--- src/rtl/id_ex_stage.sv ---
// ID/EX pipeline register with load-use hazard detection and bubble insertion.
// Ports: clk/rst; ID-side fields, operands and control; writeback port
//   (wb_we/wb_addr/wb_data); flush; stall (comb); ex_* registered outputs;
//   stall_count (saturating).
// Optional macro ID_EX_WB_BYPASS_EN: forward the writeback value into the
//   latched operands when it targets rs/rt in the same cycle.
module id_ex_stage #(
    parameter int DATA_W  = 32,
    parameter int ADDR_W  = 5,
    parameter int ALUOP_W = 4,
    parameter int CNT_W   = 16
) (
    input  logic               clk,
    input  logic               rst,
    input  logic               in_valid,
    input  logic [ADDR_W-1:0]  rs_addr,
    input  logic [ADDR_W-1:0]  rt_addr,
    input  logic               uses_rt,
    input  logic [ADDR_W-1:0]  dst_addr,
    input  logic [DATA_W-1:0]  rs_data,
    input  logic [DATA_W-1:0]  rt_data,
    input  logic [DATA_W-1:0]  imm,
    input  logic [DATA_W-1:0]  pc_plus4,
    input  logic               reg_write,
    input  logic               mem_read,
    input  logic               mem_write,
    input  logic               mem_to_reg,
    input  logic               alu_src,
    input  logic [ALUOP_W-1:0] alu_op,
    input  logic               wb_we,
    input  logic [ADDR_W-1:0]  wb_addr,
    input  logic [DATA_W-1:0]  wb_data,
    input  logic               flush,
    output logic               stall,
    output logic               ex_valid,
    output logic [ADDR_W-1:0]  ex_rs_addr,
    output logic [ADDR_W-1:0]  ex_rt_addr,
    output logic [ADDR_W-1:0]  ex_dst_addr,
    output logic [DATA_W-1:0]  ex_rs_data,
    output logic [DATA_W-1:0]  ex_rt_data,
    output logic [DATA_W-1:0]  ex_imm,
    output logic [DATA_W-1:0]  ex_pc_plus4,
    output logic               ex_reg_write,
    output logic               ex_mem_read,
    output logic               ex_mem_write,
    output logic               ex_mem_to_reg,
    output logic               ex_alu_src,
    output logic [ALUOP_W-1:0] ex_alu_op,
    output logic [CNT_W-1:0]   stall_count
);

    logic              hazard;
    logic              rs_match;
    logic              rt_match;
    logic [DATA_W-1:0] rs_fwd;
    logic [DATA_W-1:0] rt_fwd;

    // A load in EX whose destination is read by the ID instruction.
    // r0 is hard-wired, so it never creates a dependency.
    assign rs_match = (ex_dst_addr == rs_addr);
    assign rt_match = uses_rt & (ex_dst_addr == rt_addr);
    assign hazard   = in_valid & ex_valid & ex_mem_read
                    & (ex_dst_addr != '0) & (rs_match | rt_match);
    assign stall    = hazard & ~flush & ~rst;

`ifdef ID_EX_WB_BYPASS_EN
    // Regfile write and read happen on the same edge; pick up the new value.
    assign rs_fwd = (wb_we && wb_addr != '0 && wb_addr == rs_addr)
                  ? wb_data : rs_data;
    assign rt_fwd = (wb_we && wb_addr != '0 && wb_addr == rt_addr)
                  ? wb_data : rt_data;
`else
    logic wb_unused;
    assign wb_unused = ^{wb_we, wb_addr, wb_data};
    assign rs_fwd    = rs_data;
    assign rt_fwd    = rt_data;
`endif

    always_ff @(posedge clk) begin
        if (rst) begin
            ex_valid      <= 1'b0;
            ex_rs_addr    <= '0;
            ex_rt_addr    <= '0;
            ex_dst_addr   <= '0;
            ex_rs_data    <= '0;
            ex_rt_data    <= '0;
            ex_imm        <= '0;
            ex_pc_plus4   <= '0;
            ex_reg_write  <= 1'b0;
            ex_mem_read   <= 1'b0;
            ex_mem_write  <= 1'b0;
            ex_mem_to_reg <= 1'b0;
            ex_alu_src    <= 1'b0;
            ex_alu_op     <= '0;
            stall_count   <= '0;
        end else if (flush || hazard) begin
            // Bubble: only valid and side-effecting controls are cleared.
            ex_valid      <= 1'b0;
            ex_reg_write  <= 1'b0;
            ex_mem_read   <= 1'b0;
            ex_mem_write  <= 1'b0;
            ex_mem_to_reg <= 1'b0;
            if (!flush && stall_count != '1)
                stall_count <= stall_count + CNT_W'(1);
        end else begin
            ex_valid      <= in_valid;
            ex_rs_addr    <= rs_addr;
            ex_rt_addr    <= rt_addr;
            ex_dst_addr   <= dst_addr;
            ex_rs_data    <= rs_fwd;
            ex_rt_data    <= rt_fwd;
            ex_imm        <= imm;
            ex_pc_plus4   <= pc_plus4;
            ex_reg_write  <= reg_write & in_valid;
            ex_mem_read   <= mem_read & in_valid;
            ex_mem_write  <= mem_write & in_valid;
            ex_mem_to_reg <= mem_to_reg & in_valid;
            ex_alu_src    <= alu_src;
            ex_alu_op     <= alu_op;
        end
    end

endmodule

--- config.mk ---
export PLATFORM = sky130hd
export DESIGN_NAME = id_ex_stage
export DESIGN_NICKNAME = d
export VERILOG_FILES = /design/src/rtl/id_ex_stage.sv
export SDC_FILE = /design/constraint.sdc
export NUM_CORES = 1
export LEC_CHECK = 0
export CORE_MARGIN = 1.5
export CORE_UTILIZATION = 40
export CTS_CLUSTER_SIZE = 24
export DETAILED_ROUTE_END_ITERATION = 10
export GPL_TIMING_DRIVEN = 0
export PLACE_DENSITY = 0.73
export SLEW_MARGIN = 20
export SYNTH_ARGS = -nofsm -noshare
export SYNTH_HDL_FRONTEND = slang
export SYNTH_SLANG_ARGS = --single-unit
--- constraint.sdc ---
create_clock -name clk -period 3.35 [get_ports clk]
set_input_delay 1.005 -clock clk [delete_from_list [all_inputs] [get_ports clk]]
set_output_delay 1.005 -clock clk [all_outputs]
set_load 0.01 [all_outputs]
* Word level (Yosys, flattened, before mapping)
Index checks and enable logic that the tools add are counted.
** Word-level totals
- Input port bits :: 195
- Word-level logic and storage cells :: 39
- Output and inout bits :: 170
- Flip-flop bits (word level) :: 169
** Cells by class
- $add $sub $neg :: 1
- Reductions and logical operators :: 6
- Equality and inequality tests :: 3
- Bitwise operators :: 14
** Operator list (number)
- 16-bit by 1-bit adder with 16-bit output (second input constant) :: 1
- 16-bit inequality test (second input constant) :: 1
- 1-bit AND :: 11
- 5-bit == test :: 2
- 5-bit nonzero test :: 1
- 1-bit NOT :: 2
- 2-bit AND reduction :: 1
- 2-bit OR reduction :: 1
- 1-bit logical AND :: 1
- 1-bit zero test :: 1
- 1-bit logical OR :: 1
- 1-bit bitwise OR :: 1

* Depth between registers and ports, before layout
Gate-level depths: netlist (run 1).
- Depth in word-level cells :: 6
- Gate-level depth with buffers :: 9
- Gate-level depth less buffers :: 6

* Worst setup path before layout (run 1)
OpenSTA, ideal clock, no wires.
- Path kind :: input -> output
- Start :: input port rt_addr[3]
- End :: output port stall
- Arrival :: 2.385 ns
- Buffers on the path :: 3
- Slack :: -0.040 ns
- Stages :: 7
- Data required time :: 2.345 ns
- Cell sequence :: xor2_1 -> nor4_1 -> a32oi_1 -> buf_6 -> buf_4 -> clkbuf_1 -> nor3_1
** Between the ends
- Cells in the longest elaborated chain, start to end :: 6
** RTL lines
- start: declaration :: line 17 : input logic [ADDR_W-1:0] rt_addr,
- 5-bit == test :: line 61 : assign rt_match = uses_rt & (ex_dst_addr == rt_addr);
- 1-bit AND :: line 61
- 1-bit bitwise OR :: line 63 : & (ex_dst_addr != '0) & (rs_match | rt_match);
- 1-bit AND :: line 63
- 1-bit AND (2 in series) :: line 64 : assign stall = hazard & ~flush & ~rst;
- end: declaration :: line 34 : output logic stall,
No other way between the ends.

* Worst setup path in the final report (run 1)
- Start :: input port rt_addr[4]
- End :: output port stall
Same word-level chain as after synthesis.

==> metrics.md, run 1 <==
| Metric | Value |
|---|---|
| Crit path cell chain | `dlygate4sd2_1 -> xor2_1 -> nor4_2 -> a32oi_2 -> nor3_2 -> buf_4` |
| Crit path DAT | `2.30 ns` |
| Most frequent cell after synthesis | `dfxtp_1` |
| CP top delay family | `simple AND/OR/NAND/NOR gates` |
| Crit path time final | `around 3.3 ns` |
| Routed WL per cell | `20.37 um` |
| Synthesis-to-finish area growth | `43.06%` |
| Number of nets with antenna violations after routing | `0` |
| Relative slew slack | `0.4140` |
| Vias in the first global route | `~11000` |
| Synth Area in XOR/XNOR | `0.008735` |
| Complex-gate fraction of the synthesized area | `0.1419` |
| Area after DPL | `between 10000 and 15000 um^2` |
| Post-synth EDFFs | `0` |
| Sequential-to-total area share from yosys stat | `0.3374` |
| Reg2reg end | `ex_rs_data[1]$_SDFFE_PP0N_` |
| Total power | `5.737 mW` |
| Port Buf Inserts | `325` |
| Site Rows | `57` |
| Global-route wire length before repair | `59340 um` |
| Largest family of logic cells by synthesized area | `simple AND/OR/NAND/NOR gates` |
| CTS clk-pin slew, worst paths | `about 0.070 ns` |
| Int Pwr | `around 4 mW` |
| CTS tree | `yes` |
| Slowest CP cell | `nor4_2` |
| Sw Pwr | `around 1.7 mW` |
| Total Nets Final | `between 1500 and 2000` |
| Syn Area/Cell | `8.469 um^2` |
| Fin area | `around 14000 um^2` |
| Post-DP HPWL | `roughly 27000 um` |
| Synth Area in Simple Gates | `0.4302` |
| TritonRoute pass-1 iters | `5` |
| Die Span Y | `161.3 um` |
| Critical Path End Type | `output pin` |
| Root Buffer | `clkbuf_16` |
| Worst Path Buf+Inv | `2` |
| Worst-Margin Slew | `about 0.9 ns` |
| Switching Share | `0.3029` |
| Initial antenna violation count | `1` |
| Vias/cell | `between 6 and 7` |
| Biggest area consumer among synthesized cells | `dfxtp_1` |
| Peak supply drop | `between 0.0003 and 0.0004 V` |
| Warning count from the yosys run | `0` |
| Fin. max-slew vios | `0` |
| Post-Synth Adder-Cell Area | `0.001248` |
| FF+latch count, synth | `about 170` |
| Ratio of cells with drive above 1 in the final layout | `0.05772` |
| Die Wd | `about 160 um` |
| Area share of the largest cell type after synthesis | `0.3374` |
| FFs w/ async S/R, synth | `0` |
| Multiplexer share of the synthesized area | `0.01335` |
| Final Hold Viols | `0` |
| Core area | `24460 um^2` |
| CP max FO | `3` |
| Cells after synthesis | `1184` |
| Max Clock Skew | `about 0.02 ns` |
| Net count after synthesis | `about 1400` |
| Slowest cell delay on critical path | `between 0.2 and 0.3 ns` |
| Largest net degree at the start of global routing | `18` |
| Worst-case reg-to-reg path depth | `9` |
| Tcrit/Tclk final | `0.9877` |
| Overflow after GRT | `0` |
| Power share of the clock group | `0.356` |
| Worst Setup Start Kind | `primary input` |
| Final setup viols | `0` |
| Top post-synthesis cells by count | `dfxtp_1 (169), nand2_1 (156), nand3_1 (155)` |
| Max-Cap Viols | `0` |
| All-layer global routing usage | `0.2826` |
| Main synth FF type | `dfxtp_1` |
| Synth top area cells | `dfxtp_1 (34%), or4b_1 (15%), a32oi_1 (13%)` |
| Ports | `between 300 and 400` |
| Global placement routability congestion | `around 0.83` |
| R2R Setup Slk | `between 0.6 and 0.7 ns` |
| Clock sink count | `169` |
| Routed WL | `roughly 38000 um` |
| CTS Buf Count | `17` |
| Combinational fraction of design power | `0.232` |
| Fraction of power consumed by sequential logic | `0.412` |
| FF-to-FF Start | `ex_dst_addr[4]$_SDFFE_PP0N_` |
| Power Dens Cells | `399.9 nW/um^2` |
| Initial Utilization | `0.4099` |
| # DRC | `0` |
| Clock tree buffer depth | `2` |
| Hold_buf cts | `0` |
| Max Fclk | `approximately 300 MHz` |
| RSZ-0062 raised after global routing | `no` |
| WP data required | `~2.3 ns` |
| Hold Crit Depth | `2` |
| Status | `finished, final reports clean` |
| Setup crit end | `stall` |
| Stages on worst setup path | `6` |
| Synth cell types | `44` |
| Leak pwr | `between 4 and 5 nW` |
| Via count | `11420` |
| Die area | `26030 um^2` |
| Synthesized area | `10030 um^2` |
| Htree depth | `4` |
| Setup CP Type | `in -> out` |
| Crit. Startpoint | `rt_addr[4]` |
| Worst skew pair latency | `approximately 0.43 ns` |
| Initial drt markers | `about 940` |
| Worst hold path type | `reg -> reg` |
## worst register-to-register path, stage by stage (launching register included)
cell and delay, ns:
dfxtp_1 0.53, xor2_1 0.28, nor4_2 0.09, a32oi_2 0.42, buf_4 0.34, buf_6 0.19, buf_2 0.29, buf_2 0.29
nand2_1 0.09, nand3_1 0.10
## per-layer routing
metal  global-route usage  part of all wire  up-vias
met5                    0                 0        -
met4              0.09133             0.025        0
met3              0.05573             0.076       57
met2               0.4668              0.48      555
met1               0.3692              0.42     5482
li1                     -                 -     5324
## final cells by class
| cell class | count | area [um^2] |
|---|---|---|
| fill | 2227 | 10120 |
| multi-input combinational | 856 | 6011 |
| sequential | 169 | 3383 |
| timing repair buffer | 331 | 3311 |
| buffer | 149 | 623.1 |
| clock buffer | 18 | 439.2 |
| tap | 324 | 405.4 |
| clock inverter | 14 | 151.4 |
| inverter | 5 | 18.77 |
| antenna | 1 | 2.502 |
## power by group through the flow
stage / clock (mW) / combinational (mW) / sequential, mW
6_report: 2.04 / 1.33 / 2.37
3_3_place_gp: 0 / 1.30 / 2.40
4_1_cts: 2.07 / 1.33 / 2.36
3_5_place_dp: 0 / 1.31 / 2.40
5_1_grt: 2.15 / 1.42 / 2.38
2_1_floorplan: 0 / 0.515 / 2.44
## metrics by stage
stage / hold slack [ns] / setup TNS, ns / utilization / std cells / setup WS (ns)
global placement: 0.5164 / -8.577 / 0.5597 / 1833 / -1.397
detailed placement: 0.5247 / -11.75 / 0.5597 / 1833 / -1.389
finish: 0.5312 / 0 / 0.5864 / 1867 / 0.04131
CTS: 0.5354 / 0 / 0.5873 / 1868 / 0.01093
floorplan: 0.5274 / 0 / - / 1184 / 0.03404
global route: 0.5576 / 0 / 0.5864 / 1867 / 0.007364
## cells by family after synthesis
group	after synthesis
and+or+nand+nor	669
DFF	169
AOI/OAI and AO/OA	164
buffers and inverters	159
muxes	12
xor gates and xnor gates	10
adders and majority gates	1
## worst min path at each step
stage	startpoint	end
after floorplan	stall_count[15]$_SDFFE_PP0P_	stall_count[15]$_SDFFE_PP0P_
after global placement	stall_count[15]$_SDFFE_PP0P_	stall_count[15]$_SDFFE_PP0P_
after detailed placement	stall_count[15]$_SDFFE_PP0P_	stall_count[15]$_SDFFE_PP0P_
after CTS	stall_count[15]$_SDFFE_PP0P_	stall_count[15]$_SDFFE_PP0P_
after global routing	stall_count[15]$_SDFFE_PP0P_	stall_count[15]$_SDFFE_PP0P_
final	stall_count[12]$_SDFFE_PP0P_	stall_count[12]$_SDFFE_PP0P_
## cell usage in the layout (no fill, tap or decap), drive strengths merged, types with 5 or more instances in the layout
cell,synthesis,routed
a32oi,147,147
buf,22,25
clkbuf,132,148
clkdlybuf4s50,0,315
dfxtp,169,169
dlygate4sd2,0,8
inv,5,16
mux2,11,11
nand2,156,156
nand3,155,155
nor2,14,14
nor2b,11,11
nor3,11,11
nor3b,149,149
nor4,10,10
or4,5,5
or4b,146,146
xor2,9,9
## timing repair
item,in CTS,in global routing
pin swaps,6,2
resized for setup,25,0
endpoints found under the setup margin,1,1
setup buffers,5,0
cloned,1,0
No activity file was read; power rests on OpenSTA's default activity.
==> run 2: changes to the inputs <==
Settings changed: CAP_MARGIN set to 0, CTS_BUF_LIST set to sky130_fd_sc_hd__clkbuf_8.
==> run 2 against run 1 <==
Net effect: critical path depth unchanged; first-iteration DRC count decreased by 3.3%; combinational power about the same; non-clock buffer count decreased by 1; sequential share of layout area increased by 0.33 points; utilization decreased by 0.81 points; cell count about the same; clock skew increased by 0.0049 ns; power decreased by 8.7%; sequential power about the same; register-to-register slack improved by 0.02 ns; fmax increased by 0.14%; largest power group unchanged.
==> metrics.md, run 2 (same netlist as run 1, synthesis figures left out) <==
| Metric | Value |
|---|---|
| Vias in the first global route | `between 10000 and 15000` |
| Setup CP Type | `in -> out` |
| Sum of negative setup slack | `0 ns` |
| Initial drt markers | `approximately 900` |
| CTS tree | `yes` |
| Vias/cell | `between 6 and 7` |
| Overflow after GRT | `0` |
| # DRC | `0` |
| Final setup viols | `0` |
| Switching Share | `0.3209` |
| Area after DPL | `approximately 14000 um^2` |
| Core area | `~24000 um^2` |
| Htree depth | `4` |
| Met1 Wirelength | `16100 um` |
| R2R Setup Slk | `about 0.7 ns` |
| Routed WL per cell | `roughly 20 um` |
| Power share of the clock group | `0.295` |
| Synthesis-to-finish area growth | `41.08%` |
| Largest net degree at the start of global routing | `18` |
| Post-DP HPWL | `roughly 27000 um` |
| TritonRoute pass-1 iters | `6` |
| Routed wl met3 | `between 2000 and 3000 um` |
| Worst hold path type | `reg -> reg` |
| RSZ-0062 raised after global routing | `no` |
| Status | `finished, final reports clean` |
| Hold_buf cts | `0` |
| Final Hold Viols | `0` |
| Initial Utilization | `0.4099` |
| WP data required | `2.34 ns` |
| Die Wd | `between 150 and 200 um` |
| Crit path DAT | `2.30 ns` |
| CTS Buf Count | `17` |
| Final Util | `0.5783` |
| Commonest cells after routing, fill and taps aside | `clkdlybuf4s50_1 (315), dfxtp_1 (169), nand2_1 (156), nand3_1 (154), nor3b_1 (149)` |
| Total power | `about 5.2 mW` |
| Global placement routability congestion | `between 0.8 and 0.9` |
| Fin. max-slew vios | `0` |
| Met2 WL | `~18000 um` |
| Tcrit/Tclk final | `0.9863` |
| Commonest non-fill, non-tap cell in the layout | `clkdlybuf4s50_1` |
| Ratio of cells with drive above 1 in the final layout | `0.05711` |
| Global-route wire length before repair | `59350 um` |
| Max Clock Skew | `about 0.025 ns` |
| Placed cells | `around 1800` |
| Max-Cap Viols | `0` |
| Port Buf Inserts | `about 330` |
| Power Dens Cells | `~370 nW/um^2` |
| Clock sink count | `169` |
| CTS clk-pin slew, worst paths | `around 0.10 ns` |
| Relative slew slack | `0.4176` |
| Worst-Margin Slew | `0.8736 ns` |
| Peak supply drop | `~0.00022 V` |
| Root Buffer | `clkbuf_8` |
| Clock tree buffer depth | `2` |
| Fin area | `14150 um^2` |
| Routed WL | `approximately 38000 um` |
| Setup crit end | `stall` |
| Initial antenna violation count | `1` |
| Fraction of power consumed by sequential logic | `0.451` |
| All-layer global routing usage | `0.2831` |
| Reg2reg end | `ex_rs_data[1]$_SDFFE_PP0N_` |
| Via count | `roughly 11000` |
| Critical Path End Type | `output pin` |
| CP max FO | `2` |
| Int Pwr | `3.559 mW` |
| Worst Setup Start Kind | `primary input` |
| Combinational fraction of design power | `0.254` |
| Die Span Y | `around 160 um` |
| Final Instance Count excl. Fillers | `between 1500 and 2000` |
| Top Metal Used | `met4` |
| FF-to-FF Start | `ex_dst_addr[4]$_SDFFE_PP0N_` |
| Worst-case reg-to-reg path depth | `9` |
| Ports | `365` |
| Worst skew pair latency | `between 0.4 and 0.5 ns` |
| Leak pwr | `between 4 and 5 nW` |
| Die area | `approximately 26000 um^2` |
| Total Nets Final | `roughly 1700` |
| Crit path time final | `approximately 3.3 ns` |
| Max Fclk | `~300 MHz` |
| Sw Pwr | `between 1.5 and 2 mW` |
| Crit. Startpoint | `in_valid` |
| Site Rows | `between 50 and 60` |
| Number of nets with antenna violations after routing | `0` |
[run 2: changes by cell type in the layout (fill, tap and decap cells not counted)]
cell,delta
clkbuf_8,+17
buf_4,-1
clkbuf_16,-17
[run 2: how the worst min path moves through the flow]
stage	startpoint	endpoint	cells after the start
2_1_floorplan	stall_count[15]$_SDFFE_PP0P_	stall_count[15]$_SDFFE_PP0P_	2
3_3_place_gp	stall_count[15]$_SDFFE_PP0P_	stall_count[15]$_SDFFE_PP0P_	2
3_5_place_dp	stall_count[15]$_SDFFE_PP0P_	stall_count[15]$_SDFFE_PP0P_	2
4_1_cts	stall_count[15]$_SDFFE_PP0P_	stall_count[15]$_SDFFE_PP0P_	2
5_1_grt	stall_count[15]$_SDFFE_PP0P_	stall_count[15]$_SDFFE_PP0P_	2
6_report	stall_count[12]$_SDFFE_PP0P_	stall_count[12]$_SDFFE_PP0P_	2
[run 2: layer usage]
layer / vias to the layer above / global-route usage
met1: 5435 / 0.3694
met5: - / 0
met3: 57 / 0.05958
li1: 5319 / -
met2: 501 / 0.4674
met4: 0 / 0.08754
[run 2: what timing repair did]
item	CTS	global route
resized for setup	25	0
pin swaps	6	2
cloned	1	0
buffers inserted	4	0
setup endpoints to repair	1	1
[run 2: critical path, cell delays in order]
cell             delay, ns
clkdlybuf4s50_1       0.50
nand3_2               0.13
o21ba_4               0.29
nand2b_4              0.07
nor3_2                0.14
buf_4                 0.16
[run 2: through the flow]
step                      hold slack (ns)  worst slack (ns)
after floorplan                    0.5274           0.03404
after global placement             0.5164            -1.397
after detailed placement           0.5247            -1.389
after CTS                          0.5392           0.01093
after global routing               0.5619          0.007936
final                              0.5358           0.04591
[run 2: cell type report]
cell class / instances / area (um^2)
clock buffer: 18 / 247.7
sequential: 169 / 3383
timing repair buffer: 330 / 3303
fill: 2266 / 10320
inverter: 5 / 18.77
antenna: 1 / 2.502
buffer: 149 / 623.1
multi-input combinational: 856 / 6011
tap: 324 / 405.4
clock inverter: 14 / 151.4
[run 2: power groups by stage]
stage	logic [mW]	clock network, mW	registers, mW
2_1_floorplan	0.515	0	2.44
3_3_place_gp	1.30	0	2.40
3_5_place_dp	1.31	0	2.40
4_1_cts	1.33	1.57	2.36
5_1_grt	1.42	1.66	2.38
6_report	1.33	1.55	2.37
